### src/rtl/exe_muldiv.sv
// RV32M multiply/divide unit for EXE: iterative shift-add multiply, restoring divide.
// Define EXE_MULDIV_FAST_MUL_EN to compute MUL* in a single cycle.
module exe_muldiv #(
  parameter int XLEN = 32
) (
  input  logic            clk,
  input  logic            rst,
  input  logic            in_valid,
  input  logic            flush,
  input  logic [2:0]      funct3,
  input  logic [XLEN-1:0] rs1,
  input  logic [XLEN-1:0] rs2,
  output logic            stall,
  output logic            busy,
  output logic            out_valid,
  output logic [XLEN-1:0] result
);

  localparam logic [1:0] S_IDLE = 2'd0;
  localparam logic [1:0] S_CALC = 2'd1;
  localparam logic [1:0] S_DONE = 2'd2;

  localparam int CW = $clog2(XLEN);
  localparam logic [CW-1:0] CNT_LAST = CW'(XLEN - 1);

  logic [1:0]        state_q, state_d;
  logic [CW-1:0]     cnt_q, cnt_d;
  logic [2:0]        op_q, op_d;
  logic              neg_q, neg_d;
  logic [XLEN-1:0]   opnd_q, opnd_d;
  logic [2*XLEN-1:0] acc_q, acc_d;
  logic [XLEN-1:0]   result_q, result_d;

  logic              sgn_a, sgn_b;
  logic              neg_a, neg_b, neg_res;
  logic [XLEN-1:0]   mag_a, mag_b;
  logic              div_zero, div_ovf;
  logic [XLEN-1:0]   fast_div;
  logic [XLEN:0]     mul_sum;
  logic [2*XLEN-1:0] mul_nxt;
  logic [XLEN:0]     div_sh;
  logic              div_ge;
  logic [XLEN-1:0]   div_diff;
  logic [2*XLEN-1:0] div_nxt;
  logic [2*XLEN-1:0] step;
  logic [2*XLEN-1:0] prod;
  logic [XLEN-1:0]   fin;

`ifdef EXE_MULDIV_FAST_MUL_EN
  logic signed [2*XLEN-1:0] fa, fb, fprod;
`endif

  // Operand decode for the accept cycle
  always_comb begin
    sgn_a = funct3[2] ? ~funct3[0]
                      : (funct3[1:0] == 2'b01) || (funct3[1:0] == 2'b10);
    sgn_b = funct3[2] ? ~funct3[0] : (funct3[1:0] == 2'b01);
    neg_a = sgn_a & rs1[XLEN-1];
    neg_b = sgn_b & rs2[XLEN-1];
    mag_a = neg_a ? -rs1 : rs1;
    mag_b = neg_b ? -rs2 : rs2;
    neg_res = (funct3[2] & funct3[1]) ? neg_a : (neg_a ^ neg_b);
    div_zero = (rs2 == '0);
    div_ovf = funct3[2] & ~funct3[0]
            & (rs1 == {1'b1, {(XLEN-1){1'b0}}})
            & (rs2 == '1);
    if (div_zero) fast_div = funct3[1] ? rs1 : '1;
    else          fast_div = funct3[1] ? '0 : rs1;
  end

`ifdef EXE_MULDIV_FAST_MUL_EN
  always_comb begin
    fa = {{XLEN{neg_a}}, rs1};
    fb = {{XLEN{neg_b}}, rs2};
    fprod = fa * fb;
  end
`endif

  // One iteration of shift-add / restoring divide
  always_comb begin
    mul_sum = {1'b0, acc_q[2*XLEN-1:XLEN]}
            + (acc_q[0] ? {1'b0, opnd_q} : '0);
    mul_nxt = {mul_sum, acc_q[XLEN-1:1]};
    div_sh = {acc_q[2*XLEN-1:XLEN], acc_q[XLEN-1]};
    div_ge = div_sh >= {1'b0, opnd_q};
    div_diff = div_sh[XLEN-1:0] - opnd_q;
    div_nxt = {div_ge ? div_diff : div_sh[XLEN-1:0],
               acc_q[XLEN-2:0], div_ge};
    step = op_q[2] ? div_nxt : mul_nxt;
    prod = neg_q ? -step : step;
    if (op_q[2]) begin
      if (op_q[1])
        fin = neg_q ? -step[2*XLEN-1:XLEN] : step[2*XLEN-1:XLEN];
      else
        fin = neg_q ? -step[XLEN-1:0] : step[XLEN-1:0];
    end else begin
      fin = (op_q[1:0] == 2'b00) ? prod[XLEN-1:0]
                                 : prod[2*XLEN-1:XLEN];
    end
  end

  always_comb begin
    state_d  = state_q;
    cnt_d    = cnt_q;
    op_d     = op_q;
    neg_d    = neg_q;
    opnd_d   = opnd_q;
    acc_d    = acc_q;
    result_d = result_q;
    unique case (state_q)
      S_IDLE: begin
        if (in_valid && !flush) begin
          op_d   = funct3;
          neg_d  = neg_res;
          opnd_d = mag_b;
          acc_d  = {{XLEN{1'b0}}, mag_a};
          cnt_d  = '0;
          if (funct3[2] && (div_zero || div_ovf)) begin
            result_d = fast_div;
            state_d  = S_DONE;
`ifdef EXE_MULDIV_FAST_MUL_EN
          end else if (!funct3[2]) begin
            result_d = (funct3[1:0] == 2'b00) ? fprod[XLEN-1:0]
                                              : fprod[2*XLEN-1:XLEN];
            state_d  = S_DONE;
`endif
          end else begin
            state_d = S_CALC;
          end
        end
      end
      S_CALC: begin
        if (flush) begin
          state_d = S_IDLE;
        end else begin
          acc_d = step;
          cnt_d = cnt_q + 1'b1;
          if (cnt_q == CNT_LAST) begin
            result_d = fin;
            state_d  = S_DONE;
          end
        end
      end
      S_DONE:  state_d = S_IDLE;
      default: state_d = S_IDLE;
    endcase
  end

  always_ff @(posedge clk or posedge rst) begin
    if (rst) begin
      state_q  <= S_IDLE;
      cnt_q    <= '0;
      op_q     <= '0;
      neg_q    <= 1'b0;
      opnd_q   <= '0;
      acc_q    <= '0;
      result_q <= '0;
    end else begin
      state_q  <= state_d;
      cnt_q    <= cnt_d;
      op_q     <= op_d;
      neg_q    <= neg_d;
      opnd_q   <= opnd_d;
      acc_q    <= acc_d;
      result_q <= result_d;
    end
  end

  assign busy      = (state_q != S_IDLE);
  assign out_valid = (state_q == S_DONE);
  assign stall     = ((state_q == S_IDLE) && in_valid && !flush)
                   || (state_q == S_CALC);
  assign result    = result_q;

endmodule

### config.mk
export PLATFORM = sky130hd
export DESIGN_NAME = exe_muldiv
export DESIGN_NICKNAME = d
export VERILOG_FILES = /design/src/rtl/exe_muldiv.sv
export SDC_FILE = /design/constraint.sdc
export NUM_CORES = 1
export LEC_CHECK = 0
export ABC_CLOCK_PERIOD_IN_PS = 6800
export BUFFER_PORTS_ARGS = -buffer_cell sky130_fd_sc_hd__buf_2
export CAP_MARGIN = 5
export CORE_MARGIN = 2
export CORE_UTILIZATION = 39
export CTS_BUF_LIST = sky130_fd_sc_hd__clkbuf_8
export DETAILED_ROUTE_END_ITERATION = 6
export GPL_ROUTABILITY_DRIVEN = 0
export PLACE_DENSITY = 0.56
export SETUP_SLACK_MARGIN = 0.2
export SYNTH_ARGS = -nofsm -noshare
export SYNTH_HDL_FRONTEND = slang
export SYNTH_SLANG_ARGS = --single-unit
### constraint.sdc
create_clock -name clk -period 6.8 [get_ports clk]
set_input_delay 1.36 -clock clk [delete_from_list [all_inputs] [get_ports clk]]
set_output_delay 1.36 -clock clk [all_outputs]
set_load 0.005 [all_outputs]
==> flow_summary.ini, run 1 <==
[min_path]
hold_path_class = flip-flop to flip-flop
worstHoldPathCells = 2
holdCritStartpoint = cnt_q[4]
min_to = cnt_q[4]

[clocking]
ctsHoldBuffers = 0
clk-insertion-delay-late_ns = 0.51
clock-sinks = 139
htree_levels = 4
cts_resized = 0
cts_tree = done
cts_buffer_depth = 2
worst_setup_hold_path_clk_slew_ns = 0.08
tritoncts_buffers = 17
cts_setup_buffers = 0
clk_root_buffer_cell = sky130_fd_sc_hd__clkbuf_8

[critical_path]
worst_setup_path_start_kind = flip-flop
worst-setup-path-type = flip-flop to flip-flop
setup.worst_path.end_class = flip-flop
crit_required_ns = 7.19
critPathMaxFanout = 34
reg2reg_from = acc_q[0]
crit-reg2reg-capture = result[31]
ff2ff_setup_slack_ns = 0.86
worst_ep_arrival_time_ns = 6.33
ff2ff_path_depth = 17

[route]
dr.first_iter.drc_count = 1573
drc_errors_left = 0
drt_wl_total_microns = 55900
drtPass1Iterations = 6
dr_total_vias = 15800
antenna_violating_nets_post_route = 0
routed_wire_length_per_instance_microns = 21.8
detail_route.vias_per_cell = 6.16

[grt]
grt_first_pass_wirelength_microns = 87500
grt_max_degree = 95
grt_antenna_before_repair = 0
grt_pass1_vias = 15100
globalRouteOverflowTotal = 0
global_route.usage.total_pct = 27.6

[cells_and_area]
num-nets-final = 2190
final.fill_count = 4010
instances_no_fill = 2569
area_delta_synth_final_pct = 9.00
most_common_cell_after_layout_fill_and_taps_aside = sky130_fd_sc_hd__nand2_1
post_route_cells_drive_above_1_share_pct = 11.8
mostFrequentLayoutCells = 244 x sky130_fd_sc_hd__nand2_1, 212 x sky130_fd_sc_hd__o21ai_0, 160 x sky130_fd_sc_hd__a21oi_1
finish.utilization_pct = 43.4

[timing]
final-hold-violation-count = 0
fmax_mhz = 168
fin_skew_ns = 0.0249
fin_crit_ns = 5.94
timing.slew.headroom_pct = 16.0
timing_worst_slew_pin_value_ns = 1.26
timing.final.crit_share_pct = 87.3
timing.final.setup_violations = 0
final-max-slew-violation-count = 0
rsz_0062_raised_after_global_routing = false
setup_tns_ns = 0

[logic_synthesis]
cell_types_occupying_the_most_area_after_synthesis = sky130_fd_sc_hd__dfrtp_1 23%, sky130_fd_sc_hd__o21ai_0 7.0%, sky130_fd_sc_hd__nand2_1 6.1%, sky130_fd_sc_hd__ha_1 6.0%, sky130_fd_sc_hd__xnor2_1 5.5%
post_synth_net_total = 2156
yosys_register_bits = 139
synth-edff-count = 0
syn_avg_cell_area_sq_um = 7.49
ys_dominant_reg_cell = sky130_fd_sc_hd__dfrtp_1
post_synth_instance_area_sq_um = 15100
synthDominantCellAreaShare_pct = 23.1
synth.lib_cells_used.distinct = 101
synth.largest_area_cell = sky130_fd_sc_hd__dfrtp_1
synth-seq-area-share_pct = 23.1
yosys_warnings = 0
cells_after_synthesis = 2011
async_reset_ff_share_pct = 100

[outcome]
outcome = finished clean

[floorplanning]
die_y_microns = 200
rows = 71
start_util_pct = 39.8
dieArea_sq_um = 40200
pin_count = 106
die_x_microns = 200
core_area_sq_um = 37800

[job]
maxCapViolations = 0

[place]
post-place-cells = 2537
detailedPlacementHpwl_microns = 42500
io_buffer_count = 105

[power_and_ir_drop]
ir_drop_v = 0.000218
power.density_nw_per_um2 = 504
report.power.total_uw = 8260
total_leakage_power_uw = 0.00692
==> logic make-up (layout without fill, tap and decap cells) <==
family	count (synthesis)	count (layout)	synth area share (%)
adders and majority gates	74	74	6.25
other	0	1	0
buffers and inverters	205	251	5.53
and+or+nand+nor	683	683	22.2
xor gates and xnor gates	164	164	9.54
muxes	49	49	3.36
AOI/OAI and AO/OA	697	697	30.1
DFF	139	139	23.1
==> synth_stat cells, types with 13 or more instances <==
library cell,count
sky130_fd_sc_hd__a22o_1,18
sky130_fd_sc_hd__inv_1,75
sky130_fd_sc_hd__nor2b_1,13
sky130_fd_sc_hd__ha_1,72
sky130_fd_sc_hd__xnor2_1,94
sky130_fd_sc_hd__a21o_1,38
sky130_fd_sc_hd__buf_1,13
sky130_fd_sc_hd__nand2b_1,14
sky130_fd_sc_hd__clkbuf_1,88
sky130_fd_sc_hd__mux2i_1,37
sky130_fd_sc_hd__or3_1,13
sky130_fd_sc_hd__a21oi_1,160
sky130_fd_sc_hd__dfrtp_1,139
sky130_fd_sc_hd__nor3_1,47
sky130_fd_sc_hd__nand2_1,244
sky130_fd_sc_hd__xor2_1,70
sky130_fd_sc_hd__nand3_1,41
sky130_fd_sc_hd__and2_1,41
sky130_fd_sc_hd__o31ai_1,35
sky130_fd_sc_hd__a31oi_1,39
sky130_fd_sc_hd__nor4_1,19
sky130_fd_sc_hd__nand4_1,28
sky130_fd_sc_hd__nor2_1,150
sky130_fd_sc_hd__and3_1,16
sky130_fd_sc_hd__buf_2,15
sky130_fd_sc_hd__o211ai_1,24
sky130_fd_sc_hd__o21ai_0,212
==> flip-flops by register name, indices dropped and copies added, names as in the netlist <==
name,flops
op_q,3
state_q,2
opnd_q,32
cnt_q,5
result,32
neg_q,1
acc_q,64
==> final cells by class <==
| class | count | area, sq um | share of cell area [%] |
|---|---|---|---|
| inverters | 79 | 302 | 1.84 |
| diodes | 1 | 2.50 | 0.0152 |
| clock buffers | 21 | 289 | 1.76 |
| flip-flops and latches | 139 | 3480 | 21.2 |
| clock inverters | 10 | 115 | 0.701 |
| well taps | 511 | 639 | 3.90 |
| multi-input cells | 1667 | 10800 | 65.6 |
| repair buffers | 141 | 808 | 4.92 |
==> power by group <==
| group | switching, uW | internal, uW | total [uW] |
|---|---|---|---|
| Sequential | 452 | 1160 | 1610 |
| Clock | 383 | 362 | 745 |
| Combinational | 3760 | 2150 | 5910 |
| Total | 4600 | 3670 | 8260 |
==> layer usage <==
layer / routed length [microns] / global-route usage [%] / vias up
met5: 0 / 0 / -
met4: 1660 / 9.58 / 0
met3: 3620 / 3.26 / 108
met2: 25500 / 44.2 / 671
met1: 25200 / 38.5 / 7622
li1: - / - / 7427
==> worst max-delay path by stage <==
stage,start,endpoint,slack [ns],cells after the start
floorplan,rs1[12],result[21],1.66,13
global placement,rs1[12],result[12],0.91,15
detailed placement,rs1[12],result[12],0.82,15
CTS,acc_q[0],result[31],1.03,17
global route,acc_q[0],result[31],0.52,17
finish,acc_q[0],result[31],0.86,17
==> stage by stage <==
step                      instance area [sq um]  worst slack, ns  hold WS [ns]
after CTS                                 16400             1.03         0.495
final                                     16400            0.862         0.486
after detailed placement                  16000            0.816         0.477
after floorplan                           15100             1.66         0.445
after global routing                      16400            0.524         0.508
after global placement                    16000            0.909         0.461
==> critical path: stages, from the launching register on <==
cell and delay, ns:
sky130_fd_sc_hd__dfrtp_1 1.07, sky130_fd_sc_hd__and2_1 0.25, sky130_fd_sc_hd__ha_1 0.16, sky130_fd_sc_hd__inv_1 0.05, sky130_fd_sc_hd__fa_1 0.41, sky130_fd_sc_hd__nor2b_1 0.17
sky130_fd_sc_hd__o2111ai_1 0.19, sky130_fd_sc_hd__a211oi_1 0.65, sky130_fd_sc_hd__nor4_1 0.20, sky130_fd_sc_hd__o21ai_0 0.51, sky130_fd_sc_hd__xor2_1 0.13, sky130_fd_sc_hd__nor2_1 0.15
sky130_fd_sc_hd__a211oi_1 0.14, sky130_fd_sc_hd__or4_4 0.62, sky130_fd_sc_hd__nor4_1 0.47, sky130_fd_sc_hd__a41oi_1 0.20, sky130_fd_sc_hd__mux2i_1 0.19, sky130_fd_sc_hd__a32o_1 0.27
(Power assumes the default switching activity.)
==> inputs of run 2 (changes only) <==
==> constraint.sdc (replaced) <==
create_clock -name clk -period 6.8 [get_ports clk]
set_input_delay 1.36 -clock clk [delete_from_list [all_inputs] [get_ports clk]]
set_output_delay 1.36 -clock clk [all_outputs]
set_load 0.05 [all_outputs]
==> run 2 against run 1 <==
First-iteration DRC count rose by 10%; maximum frequency rose by 3.2%; die area did not move; sequential cell count did not move; power rose by 3.4%; worst hold slack better by 0.0079 ns; clock-buffer cell count fell by 4; final area is 0.31% lower; routed wire length is 0.32% lower; utilization shrank 0.13 points; global-route usage is 0.16 points lower; critical path type unchanged; largest power group unchanged.
==> flow_summary.ini, run 2 (synthesized netlist as in run 1, its figures left out) <==
[outcome]
outcome = finished clean

[critical_path]
setup.worst_path.end_class = flip-flop
cpLargestDelayFamily = simple AND/OR/NAND/NOR gates
worst_ep_arrival_time_ns = 6.16
cp_cell_sequence = ha_1 > and3_1 > nand2_1 > nor4_1 > o31ai_4 > nand2_2 > buf_4 > a311oi_1 > a21oi_1 > nand4bb_2 > or4_4 > nor4_1 > a41oi_1 > mux2i_1 > a32o_1
critPathMaxFanout = 17
critical-path-max-stage-delay_ns = 0.75
timing.critical_path.buf_inv = 1
critPathMostFrequentCell = sky130_fd_sc_hd__nor4_1
worst_setup_path_start_kind = flip-flop
worst-setup-path-type = flip-flop to flip-flop
critical-path-slowest-cell = sky130_fd_sc_hd__nor4_1
crit_required_ns = 7.20

[clocking]
cts_resized = 0
cts_setup_buffers = 0
clk-insertion-delay-late_ns = 0.51
cts_buffer_depth = 2
tritoncts_buffers = 17
cts_tree = done
clock-sinks = 139
clk_root_buffer_cell = sky130_fd_sc_hd__clkbuf_8
worst_setup_hold_path_clk_slew_ns = 0.10
htree_levels = 4
ctsHoldBuffers = 0

[timing]
timing.slew.headroom_pct = 25.8
fmax_mhz = 174
final-max-slew-violation-count = 0
timing.final.crit_share_pct = 84.7
rsz_0062_raised_after_global_routing = false
fin_skew_ns = 0.0208
fin_crit_ns = 5.76
timing_worst_slew_pin_value_ns = 1.11
post-route-worst-setup-slack_ns = 1.04
timing.final.setup_violations = 0
setup_tns_ns = 0
final-hold-violation-count = 0

[route]
drtPass1Iterations = 6
drt_wl_total_microns = 55800
routed_wire_length_per_instance_microns = 21.7
antenna_violating_nets_post_route = 0
drc_errors_left = 0
detail_route.vias_per_cell = 6.14
dr.first_iter.drc_count = 1732
dr_total_vias = 15800

[place]
io_buffer_count = 105
detailedPlacementHpwl_microns = 42400
placement_stage_worst_setup_slack_ns = 0.781
placed_cell_area_sq_um = 16000

[cells_and_area]
largest_register_ffs = 64
area.sequential_sq_um = 3480
final.fill_count = 3932
area_delta_synth_final_pct = 8.67
mostFrequentLayoutCells = 244 x sky130_fd_sc_hd__nand2_1, 212 x sky130_fd_sc_hd__o21ai_0, 160 x sky130_fd_sc_hd__a21oi_1
post_route_cells_drive_above_1_share_pct = 11.7
antenna_cells_inserted = 0
num-nets-final = 2188
multiInputGateArea_sq_um = 10800
most_common_cell_after_layout_fill_and_taps_aside = sky130_fd_sc_hd__nand2_1
design_area_sq_um = 16400
registers.top_by_ff_count = acc_q
finish.utilization_pct = 43.2

[job]
maxCapViolations = 0

[grt]
globalRouteOverflowTotal = 0
global_route.usage.total_pct = 27.5
grt_pass1_vias = 14900
grt_first_pass_wirelength_microns = 87000
grt_antenna_before_repair = 0
grt_max_degree = 83

[power_and_ir_drop]
report.power.total_uw = 8540
ir_drop_v = 0.000225
power.density_nw_per_um2 = 522
total_leakage_power_uw = 0.00690

[floorplanning]
start_util_pct = 39.8
pin_count = 106
core_area_sq_um = 37800
dieArea_sq_um = 40200
rows = 71
die_y_microns = 200
die_x_microns = 200

[min_path]
hold_path_class = flip-flop to flip-flop
run 2: cell types whose count changed in the layout (fill, tap and decap cells not counted):
cell,change
sky130_fd_sc_hd__inv_6,+2
sky130_fd_sc_hd__diode_2,-1
sky130_fd_sc_hd__inv_1,+1
sky130_fd_sc_hd__buf_12,-1
sky130_fd_sc_hd__clkinv_2,+1
sky130_fd_sc_hd__clkinv_4,+1
sky130_fd_sc_hd__buf_4,-1
sky130_fd_sc_hd__clkbuf_8,-4
run 2: report_power, final:
group	internal [uW]	leakage (uW)	total, uW	switching [uW]
Clock	325	0.000194	723	397
Combinational	2150	0.00495	6230	4080
Sequential	1160	0.00176	1590	430
run 2: layout make-up:
class	instances	area share, %
multi-input cells	1667	65.8
flip-flops and latches	139	21.3
clock inverters	15	0.918
clock buffers	17	1.43
well taps	511	3.91
repair buffers	139	4.77
inverters	79	1.84
run 2: final timing paths:
check	start	end	cells past startpoint	slack (ns)
max reg2reg	acc_q[57]	result[31]	15	1.04
max in group asynchronous	rst	acc_q[21]	3	4.34
min reg2reg	cnt_q[4]	cnt_q[4]	2	0.49
max	acc_q[57]	result[31]	15	1.04
min	cnt_q[4]	cnt_q[4]	2	0.49
min in group asynchronous	rst	opnd_q[27]	2	1.04
run 2: stage by stage:
stage | hold WS (ns) | std cells
after floorplan | 0.445 | 2011
after global placement | 0.457 | 2535
after detailed placement | 0.471 | 2535
after CTS | 0.493 | 2567
after global routing | 0.532 | 2567
final | 0.494 | 2567
run 2: worst reg2reg max path: stages, from the launching register on:
cell                        delay, ns
sky130_fd_sc_hd__dfrtp_1         0.45
sky130_fd_sc_hd__ha_1            0.46
sky130_fd_sc_hd__and3_1          0.30
sky130_fd_sc_hd__nand2_1         0.07
sky130_fd_sc_hd__nor4_1          0.75
sky130_fd_sc_hd__o31ai_4         0.36
sky130_fd_sc_hd__nand2_2         0.33
sky130_fd_sc_hd__buf_4           0.28
sky130_fd_sc_hd__a311oi_1        0.24
sky130_fd_sc_hd__a21oi_1         0.38
sky130_fd_sc_hd__nand4bb_2       0.27
sky130_fd_sc_hd__or4_4           0.70
sky130_fd_sc_hd__nor4_1          0.43
sky130_fd_sc_hd__a41oi_1         0.22
sky130_fd_sc_hd__mux2i_1         0.16
sky130_fd_sc_hd__a32o_1          0.26
run 2: per-layer routing:
metal | track usage (%) | vias to the layer above | routed length, microns
li1 | - | 7433 | -
met1 | 38.3 | 7628 | 25500
met2 | 44.2 | 622 | 25600
met3 | 3.21 | 89 | 3230
met4 | 8.97 | 0 | 1500
met5 | 0 | - | 0
==> inputs of run 3 (changes only) <==
--- a/config.mk
+++ b/config.mk
@@ -5,7 +5,8 @@
 export SDC_FILE = /design/constraint.sdc
 export NUM_CORES = 1
 export LEC_CHECK = 0
-export ABC_CLOCK_PERIOD_IN_PS = 6800
+export ABC_AREA = 1
+export ABC_CLOCK_PERIOD_IN_PS = 6000
 export BUFFER_PORTS_ARGS = -buffer_cell sky130_fd_sc_hd__buf_2
 export CAP_MARGIN = 5
 export CORE_MARGIN = 2
@@ -13,7 +14,7 @@
 export CTS_BUF_LIST = sky130_fd_sc_hd__clkbuf_8
 export DETAILED_ROUTE_END_ITERATION = 6
 export GPL_ROUTABILITY_DRIVEN = 0
-export PLACE_DENSITY = 0.56
+export PLACE_DENSITY = 0.55
 export SETUP_SLACK_MARGIN = 0.2
 export SYNTH_ARGS = -nofsm -noshare
 export SYNTH_HDL_FRONTEND = slang
==> constraint.sdc (replaced) <==
create_clock -name clk -period 6 [get_ports clk]
set_input_delay 1.2 -clock clk [delete_from_list [all_inputs] [get_ports clk]]
set_output_delay 1.2 -clock clk [all_outputs]
set_load 0.05 [all_outputs]
==> run 3 against run 2 <==
Routed wire length rose by 30%; final area grew 15%; setup slack worse by 0.19 ns; final cell count is 42% higher; clock-buffer cell count up 1; utilization fell by 0.66 points; sequential share of layout area decreased by 2.8 points; non-clock buffer count is 10 lower; first-iteration DRC count increased by 28%; global-route usage increased by 3.3 points; critical path type unchanged; highest routed layer is now met5.
==> flow_summary.ini, run 3 <==
[min_path]
hold_path_class = flip-flop to flip-flop
holdCritStartpoint = result[17]

[floorplanning]
dieArea_sq_um = 46500
core_area_sq_um = 44200
die_x_microns = 216
die_y_microns = 216
start_util_pct = 39.5
rows = 77
pin_count = 106

[logic_synthesis]
ys_dominant_reg_cell = sky130_fd_sc_hd__dfrtp_1
ys_top_cells_by_count = 900 x sky130_fd_sc_hd__nand2_1, 431 x sky130_fd_sc_hd__inv_1, 276 x sky130_fd_sc_hd__o21ai_0, 235 x sky130_fd_sc_hd__nand3_1, 230 x sky130_fd_sc_hd__nor2_1
yosys_warnings = 0
synthDominantCellAreaShare_pct = 19.9
post_synth_net_total = 3157
async_reset_ff_share_pct = 100
yosys_register_bits = 139
syn_avg_cell_area_sq_um = 5.80
synth.largest_area_cell = sky130_fd_sc_hd__dfrtp_1
post_synth_instance_area_sq_um = 17500
synth-edff-count = 0
post-synth-top-count-cell = sky130_fd_sc_hd__nand2_1
cell_types_occupying_the_most_area_after_synthesis = sky130_fd_sc_hd__dfrtp_1 20%, sky130_fd_sc_hd__nand2_1 19%, sky130_fd_sc_hd__inv_1 9.3%, sky130_fd_sc_hd__o21ai_0 7.9%, sky130_fd_sc_hd__nand3_1 6.7%
cells_after_synthesis = 3012
synth-seq-area-share_pct = 19.9
synth.lib_cells_used.distinct = 53

[cells_and_area]
design_area_sq_um = 18800
largest_register_ffs = 64
num-nets-final = 3193
multiInputGateArea_sq_um = 11800
registers.top_by_ff_count = acc_q
mostFrequentLayoutCells = 899 x sky130_fd_sc_hd__nand2_1, 429 x sky130_fd_sc_hd__inv_1, 276 x sky130_fd_sc_hd__o21ai_0
area_delta_synth_final_pct = 7.79
instances_no_fill = 3654
final.fill_count = 4897
most_common_cell_after_layout_fill_and_taps_aside = sky130_fd_sc_hd__nand2_1
post_route_cells_drive_above_1_share_pct = 9.41
area.sequential_sq_um = 3480

[critical_path]
reg2reg_from = opnd_q[12]
critical-path-max-stage-delay_ns = 0.49
critPathMaxFanout = 29
worst_setup_path_start_kind = flip-flop
crit_required_ns = 6.44
critical-path-slowest-cell = sky130_fd_sc_hd__dfrtp_1
worst_ep_arrival_time_ns = 5.59
worstSetupStartpoint = opnd_q[12]
worst-setup-path-type = flip-flop to flip-flop
critPathMostFrequentCell = sky130_fd_sc_hd__nand2_1
setup.worst_path.end_class = flip-flop

[grt]
grt_first_pass_wirelength_microns = 109000
global_route.usage.total_pct = 30.7
grt_pass1_vias = 18200
grt_max_degree = 75
grt_antenna_before_repair = 5
globalRouteOverflowTotal = 0

[place]
detailedPlacementHpwl_microns = 57700
post-place-cells = 3621
placed_cell_area_sq_um = 18400
io_buffer_count = 105

[clocking]
htree_levels = 4
cts_setup_buffers = 0
clk_root_buffer_cell = sky130_fd_sc_hd__clkbuf_8
clock-sinks = 139
cts_resized = 0
tritoncts_buffers = 17
ctsHoldBuffers = 0
cts_tree = done
cts_buffer_depth = 2
clk-insertion-delay-late_ns = 0.54
worst_setup_hold_path_clk_slew_ns = 0.11

[route]
drc_errors_left = 0
drt_wl_total_microns = 72300
routed_wire_length_per_instance_microns = 19.8
dr_total_vias = 20100
detail_route.vias_per_cell = 5.49
antenna_violating_nets_post_route = 0
drtPass1Iterations = 6
dr.first_iter.drc_count = 2224

[timing]
rsz_0062_raised_after_global_routing = false
fmax_mhz = 194
setup_tns_ns = 0
final-hold-violation-count = 0
final-max-slew-violation-count = 0
hold_ws_ns = 0.486
timing_worst_slew_pin_value_ns = 1.06
fin_skew_ns = 0.0234
fin_crit_ns = 5.15
timing.slew.headroom_pct = 29.1
timing.final.crit_share_pct = 85.8
timing.final.setup_violations = 0

[outcome]
outcome = finished clean

[job]
maxCapViolations = 0
-- run 3: routing by layer --
layer | up-vias | part of all wire, % | track usage (%)
li1 | 9779 | - | -
met1 | 9363 | 45 | 43.0
met2 | 802 | 42 | 44.2
met3 | 106 | 10 | 9.74
met4 | 6 | 2.8 | 10.3
met5 | - | 0.054 | 0
-- run 3: worst paths after layout --
kind	endpoint	slack, ns	cells after the start
min in group asynchronous	opnd_q[27]	0.65	2
setup reg to reg	result[26]	0.85	31
hold / removal	result[17]	0.49	2
setup / recovery	result[26]	0.85	31
max in group asynchronous	op_q[2]	4.09	3
hold reg to reg	result[17]	0.49	2
-- run 3: cell type report --
| type | count | share of cell area (%) |
|---|---|---|
| well taps | 592 | 3.93 |
| clock buffers | 18 | 1.32 |
| repair buffers | 129 | 3.75 |
| diodes | 1 | 0.0133 |
| inverters | 444 | 8.88 |
| multi-input cells | 2317 | 62.8 |
| flip-flops and latches | 139 | 18.5 |
| clock inverters | 14 | 0.824 |
-- run 3: kinds of logic (layout without fill, tap and decap cells) --
logic type | count (synthesis) | after routing | synth area share (%)
other | 0 | 1 | 0
adder cells (fa/ha/maj) | 74 | 74 | 5.39
XOR/XNOR | 103 | 103 | 5.17
buffers and inverters | 556 | 605 | 12.5
flip-flops | 139 | 139 | 19.9
AO/OA/AOI/OAI | 544 | 544 | 16.6
AND/OR/NAND/NOR | 1596 | 1596 | 40.4
-- run 3: metrics by stage --
stage | utilization (%) | setup slack, ns
detailed placement | 41.7 | 0.982
global placement | 41.7 | 1.09
floorplan | - | 1.08
CTS | 42.6 | 0.989
global route | 42.6 | 0.394
finish | 42.6 | 0.852
-- run 3: worst max-delay path, delay by kind of cell, from the launching register on --
family | cells | cell delay [ns]
buffers and inverters | 4 | 0.39
AO/OA/AOI/OAI | 2 | 0.50
adder cells (fa/ha/maj) | 2 | 0.57
AND/OR/NAND/NOR | 23 | 3.12
flip-flops | 1 | 0.49
Power of run 3 is left out: the tool's default activity adds up to more than one toggle a clock period on the data nets, which glitch-free logic cannot reach.
